$ cat src/rtl/seg_pkg.sv
// Shared constants and types for the multiplexed 7-segment display path.
// Segment codes are active-low; bit positions match the keypad scanner's code table.
package seg_pkg;

  localparam logic [7:0] SEG_BLANK = 8'hFF;
  localparam logic [3:0] AN_OFF    = 4'b1111;

  localparam int SEG_DP = 7;
  localparam int SEG_A  = 6;
  localparam int SEG_B  = 5;
  localparam int SEG_C  = 4;
  localparam int SEG_D  = 3;
  localparam int SEG_E  = 2;
  localparam int SEG_F  = 1;
  localparam int SEG_G  = 0;

  typedef enum logic [1:0] {
    IDLE,
    BLANK,
    SHOW
  } state_t;

  // One-cold common-anode enable for the given digit index.
  function automatic logic [3:0] an_select(input logic [1:0] digit);
    return ~(4'b0001 << digit);
  endfunction

endpackage

$ cat src/rtl/seg_pwm_gate.sv
// 4-bit brightness PWM counter; o_on_nxt says whether the count after this edge is below i_bright.
// Latency: o_on_nxt is combinational from the next count so the caller can register it in step.
module seg_pwm_gate (
  input  logic       clk,
  input  logic       rst,
  input  logic       i_clr,
  input  logic       i_inc,
  input  logic [3:0] i_bright,
  output logic       o_on_nxt
);

  logic [3:0] r_cnt;
  logic [3:0] w_cnt_nxt;

  always_comb begin
    w_cnt_nxt = r_cnt;
    if (i_clr) begin
      w_cnt_nxt = 4'd0;
    end else if (i_inc) begin
      w_cnt_nxt = r_cnt + 4'd1;
    end
  end

  always_ff @(posedge clk or posedge rst) begin
    if (rst) begin
      r_cnt <= 4'd0;
    end else begin
      r_cnt <= w_cnt_nxt;
    end
  end

  assign o_on_nxt = (w_cnt_nxt < i_bright);

endmodule

$ cat src/rtl/seg_display_mux.sv
// Time-multiplexes four active-low digit codes onto one segment bus with blanking, PWM dimming and per-frame capture.
// All outputs registered (one cycle after the controlling edge); no backpressure, the display free-runs while en=1.
module seg_display_mux
  import seg_pkg::*;
#(
  parameter int CLK_DIV      = 50000,
  parameter int BLANK_CYCLES = 64
) (
  input  logic       clk,
  input  logic       rst,
  input  logic       en,
  input  logic [3:0] bright,
  input  logic [7:0] dig1,
  input  logic [7:0] dig2,
  input  logic [7:0] dig3,
  input  logic [7:0] dig4,
  output logic [7:0] seg,
  output logic [3:0] an,
  output logic       frame_tick
);

  localparam int SLOT_W = (CLK_DIV > 1) ? $clog2(CLK_DIV) : 1;
  localparam logic [SLOT_W-1:0] SLOT_LAST  = SLOT_W'(CLK_DIV - 1);
  localparam logic [SLOT_W-1:0] BLANK_LAST = SLOT_W'(BLANK_CYCLES - 1);

  if (CLK_DIV < BLANK_CYCLES + 16) begin : g_bad_timing
    $fatal(1, "seg_display_mux: CLK_DIV must be at least BLANK_CYCLES + 16");
  end

  state_t            r_state;
  logic [SLOT_W-1:0] r_slot;
  logic [1:0]        r_digit;
  logic [7:0]        r_shadow [4];
  logic [7:0]        r_seg;
  logic [3:0]        r_an;
  logic              r_frame_tick;

  logic w_show_stay;
  logic w_pwm_on_nxt;

  // The PWM phase restarts at every SHOW entry and only runs while SHOW continues.
  assign w_show_stay = en && (r_state == SHOW) && (r_slot != SLOT_LAST);

  seg_pwm_gate u_pwm (
    .clk      (clk),
    .rst      (rst),
    .i_clr    (!w_show_stay),
    .i_inc    (w_show_stay),
    .i_bright (bright),
    .o_on_nxt (w_pwm_on_nxt)
  );

  always_ff @(posedge clk or posedge rst) begin
    if (rst) begin
      r_state      <= IDLE;
      r_slot       <= '0;
      r_digit      <= 2'd0;
      r_seg        <= SEG_BLANK;
      r_an         <= AN_OFF;
      r_frame_tick <= 1'b0;
      for (int i = 0; i < 4; i++) r_shadow[i] <= SEG_BLANK;
    end else if (!en) begin
      r_state      <= IDLE;
      r_slot       <= '0;
      r_digit      <= 2'd0;
      r_seg        <= SEG_BLANK;
      r_an         <= AN_OFF;
      r_frame_tick <= 1'b0;
    end else begin
      r_frame_tick <= 1'b0;
      case (r_state)
        IDLE: begin
          r_state      <= BLANK;
          r_slot       <= '0;
          r_digit      <= 2'd0;
          r_shadow[0]  <= dig1;
          r_shadow[1]  <= dig2;
          r_shadow[2]  <= dig3;
          r_shadow[3]  <= dig4;
          r_frame_tick <= 1'b1;
          r_an         <= AN_OFF;
          r_seg        <= SEG_BLANK;
        end
        BLANK: begin
          r_slot <= r_slot + 1'b1;
          if (r_slot == BLANK_LAST) begin
            r_state <= SHOW;
            r_an    <= w_pwm_on_nxt ? an_select(r_digit) : AN_OFF;
            r_seg   <= r_shadow[r_digit];
          end else begin
            r_an  <= AN_OFF;
            r_seg <= SEG_BLANK;
          end
        end
        SHOW: begin
          if (r_slot == SLOT_LAST) begin
            r_state <= BLANK;
            r_slot  <= '0;
            r_digit <= r_digit + 1'b1;
            r_an    <= AN_OFF;
            r_seg   <= SEG_BLANK;
            // Wrapping past the leftmost digit starts a new frame: capture all four codes together.
            if (r_digit == 2'd3) begin
              r_shadow[0]  <= dig1;
              r_shadow[1]  <= dig2;
              r_shadow[2]  <= dig3;
              r_shadow[3]  <= dig4;
              r_frame_tick <= 1'b1;
            end
          end else begin
            r_slot <= r_slot + 1'b1;
            r_an   <= w_pwm_on_nxt ? an_select(r_digit) : AN_OFF;
            r_seg  <= r_shadow[r_digit];
          end
        end
        default: begin
          r_state <= IDLE;
          r_an    <= AN_OFF;
          r_seg   <= SEG_BLANK;
        end
      endcase
    end
  end

  assign seg        = r_seg;
  assign an         = r_an;
  assign frame_tick = r_frame_tick;

endmodule

$ cat config.mk
export PLATFORM = sky130hd
export DESIGN_NAME = seg_display_mux
export DESIGN_NICKNAME = d
export VERILOG_FILES = /design/src/rtl/seg_pkg.sv /design/src/rtl/seg_pwm_gate.sv /design/src/rtl/seg_display_mux.sv
export SDC_FILE = /design/constraint.sdc
export NUM_CORES = 1
export LEC_CHECK = 0
export ABC_AREA = 1
export ABC_CLOCK_PERIOD_IN_PS = 2200
export CAP_MARGIN = 20
export CORE_ASPECT_RATIO = 1.1
export CORE_MARGIN = 4
export CORE_UTILIZATION = 38
export DETAILED_ROUTE_END_ITERATION = 6
export PLACE_DENSITY_LB_ADDON = 0.2
export SKIP_CTS_REPAIR_TIMING = 1
export SYNTH_ARGS = -nofsm -noshare
export SYNTH_HDL_FRONTEND = slang
export SYNTH_HIERARCHICAL = 1
export SYNTH_SLANG_ARGS = --single-unit
$ cat constraint.sdc
create_clock -name clk -period 2.2 [get_ports clk]
set_input_delay 0.22 -clock clk [delete_from_list [all_inputs] [get_ports clk]]
set_output_delay 0.22 -clock clk [all_outputs]
set_load 0.005 [all_outputs]
==> results_dict.tcl <==
set metrics [dict create \
    status "finished clean" \
    grt_max_degree 66 \
    drt_pass1_iterations 4 \
    place.gp.congestion 0.864 \
    cp.required_ps 2460 \
    power.density_nw_per_um2 996 \
    stdcell_count 704 \
    peakVddDrop_v 0.000419 \
    crit_buf_inv 2 \
    cts_root_buffer "clkbuf_8" \
    synth-edff-count 0 \
    rows 38 \
    max_freq_ghz 0.460 \
    ys_ff_latch 69 \
    yosysTopAreaCellShare 0.303 \
    clkLatencyLatePin_ps 360 \
    worst_pin_slew_ps 588 \
    critPathMaxStageDelay_ps 360 \
    synth_area_leaders "dfstp_2, nand2_1, dfrtp_1, nand3_1, inv_1" \
    drv_slew 0 \
    yosys-top-cells-count "nand2_1, nand3_1, inv_1" \
    clockBufferDepth 2 \
    finalCriticalPeriod_ps 2180 \
    hp-class "in -> async" \
    grt_pass1_wl_microns 16200 \
    setup_viol 0 \
    io_pins 52 \
    port_buffers 51 \
    slew_headroom 0.607 \
    yosysMostFrequentCell "nand2_1" \
    finalHoldViolCount 0 \
    arrival_ps 2430 \
    die_w_microns 104 \
    ys.flop_type "dfstp_2" \
    post-route-period-util 0.989 \
    area_growth_pct 30.6 \
    endpoint_kind "flop" \
    cp_max_fo 4 \
    cts_made_buffers 9 \
    grt_antenna_before_repair 0 \
    antenna_left 0 \
    vias 3431 \
    leakage_nw 2.36 \
    synth_top_cell_by_area "dfstp_2" \
    rsz0062_at_grt "true" \
    dieHeight_microns 113 \
    grt_pass1_vias 3433 \
    vias_per_cell 4.87 \
    grt.overflow.total 0 \
    wl_per_cell_microns 13.4 \
    synth.yosys.seq_area_share 0.467 \
    critical_path_class "reg -> reg" \
    n_antenna_cell 0 \
    netlist_instances 500 \
    hpwl_microns 6830 \
    synth_nets 551 \
    start_util 0.388 \
    setup_ws_ps 24.2 \
    p_total_mw 4.96 \
    totalWireLength_microns 9470 \
    netlist_area_sq_um 3810 \
    drive_above_1_share 0.231 \
    synth.distinct_cells 29 \
    final_util 0.506 \
    cts_sinks 69 \
    grt_usage 0.171 \
    path_delay_family "simple AND/OR/NAND/NOR gates" \
    die-area_sq_um 11700 \
    path_common_cell "nand2_1" \
    yosysWarnings 6 \
    path_cells "ha_2 -> nand3_2 -> nor2_2 -> nand2_2 -> nand2_4 -> inv_4 -> buf_6 -> o21ai_2 -> nor2_2 -> ha_1 -> nand2_1 -> nand2_2 -> a21oi_4 -> nand2_1 -> nand2_1 -> nand4_1" \
    cts_tree "done" \
    cap_violations 0 \
    cts-htree-levels 3 \
    syn_avg_cell_area_sq_um 7.63 \
    core_area_sq_um 9840 \
    clk_pin_slew_ps 80 \
    fin_nets 630 \
    pre_cts_ws_ps -50.1 \
    dr.first_iter.drc_count 189 \
    hold_ws_ps 94.9 \
    critPathSlowestCell "dfrtp_1" \
    async_flop_share 1.00 \
    remaining_drc_errors 0 \
    skew_ps 15.6 \
    cp-start-kind "flop" \
    dp_cells 684 \
]
-- where the power goes --
group / total, mW / internal [mW] / leakage, nW / switching (mW)
clock network: 1.14 / 0.639 / 0.107 / 0.497
logic: 1.67 / 0.681 / 1.44 / 0.989
registers: 2.16 / 1.94 / 0.808 / 0.212
-- path summary, 6_finish.rpt --
check                             from              to  slack (ps)  depth (start not counted)
min in group clk               dig3[2]    r_shadow[10]         390                          3
max reg2reg                  r_slot[1]           an[0]          20                         16
min                                rst  u_pwm/r_cnt[1]          90                          2
max                          r_slot[1]           an[0]          20                         16
min reg2reg                r_shadow[1]     r_shadow[1]         460                          2
max in group asynchronous          rst    r_shadow[15]        1590                          3
-- state kept, by name, indices dropped and copies added, names as in the netlist --
signal,cells
r_shadow,32
frame_tick,1
u_pwm/r_cnt,4
an,4
r_state,2
r_digit,2
seg,8
r_slot,16
-- cells by family (layout without fill, tap and decap cells) --
kind of cell | count (synthesis) | count (layout) | synth area share
compound gates | 52 | 52 | 0.0790
flops | 69 | 69 | 0.467
fa+ha+maj | 12 | 12 | 0.0394
simple gates | 294 | 294 | 0.328
buf+inv | 71 | 155 | 0.0817
xor+xnor | 2 | 2 | 0.00459
-- area by class of cell --
cell class | count | area, sq um
Sequential cell | 69 | 1780
Clock inverter | 6 | 87.6
Fill cell | 965 | 4860
Inverter | 50 | 193
Clock buffer | 10 | 128
Multi-Input combinational cell | 360 | 1830
Timing Repair Buffer | 89 | 812
Tap cell | 120 | 150
-- cells in the final DEF, fill, tap and decap left out, types with 2 or more instances in the layout --
| master | instances |
|---|---|
| nand2_2 | 6 |
| nand3_1 | 55 |
| nor2_2 | 10 |
| dfstp_2 | 44 |
| clkdlybuf4s50_1 | 51 |
| nor3_1 | 2 |
| clkbuf_8 | 9 |
| bufinv_16 | 2 |
| ha_2 | 2 |
| inv_2 | 4 |
| o22ai_1 | 8 |
| a21oi_1 | 9 |
| a21o_1 | 2 |
| ha_1 | 9 |
| dfrtp_1 | 25 |
| nor2_4 | 2 |
| inv_1 | 44 |
| buf_4 | 36 |
| nand3_2 | 4 |
| o21ai_0 | 25 |
| nand2_1 | 163 |
| inv_4 | 3 |
| nor2_1 | 33 |
| nand2_4 | 2 |
| nand4_1 | 16 |
-- routing by layer --
layer / routed length (microns) / vias to the layer above / GRT usage
li1: - / 1769 / -
met1: 4290 / 1576 / 0.228
met2: 4540 / 77 / 0.276
met3: 496 / 9 / 0.0331
met4: 141 / 0 / 0.0674
met5: 0 / - / 0
-- per-stage QoR --
stage	cell area, sq um	setup TNS (ps)
after floorplan	3840	-119
after global placement	4640	-46.7
after detailed placement	4640	-162
after CTS	4860	-191
after global routing	4980	-528
final	4980	0
Note: power is estimated with default switching activity, not from simulation.
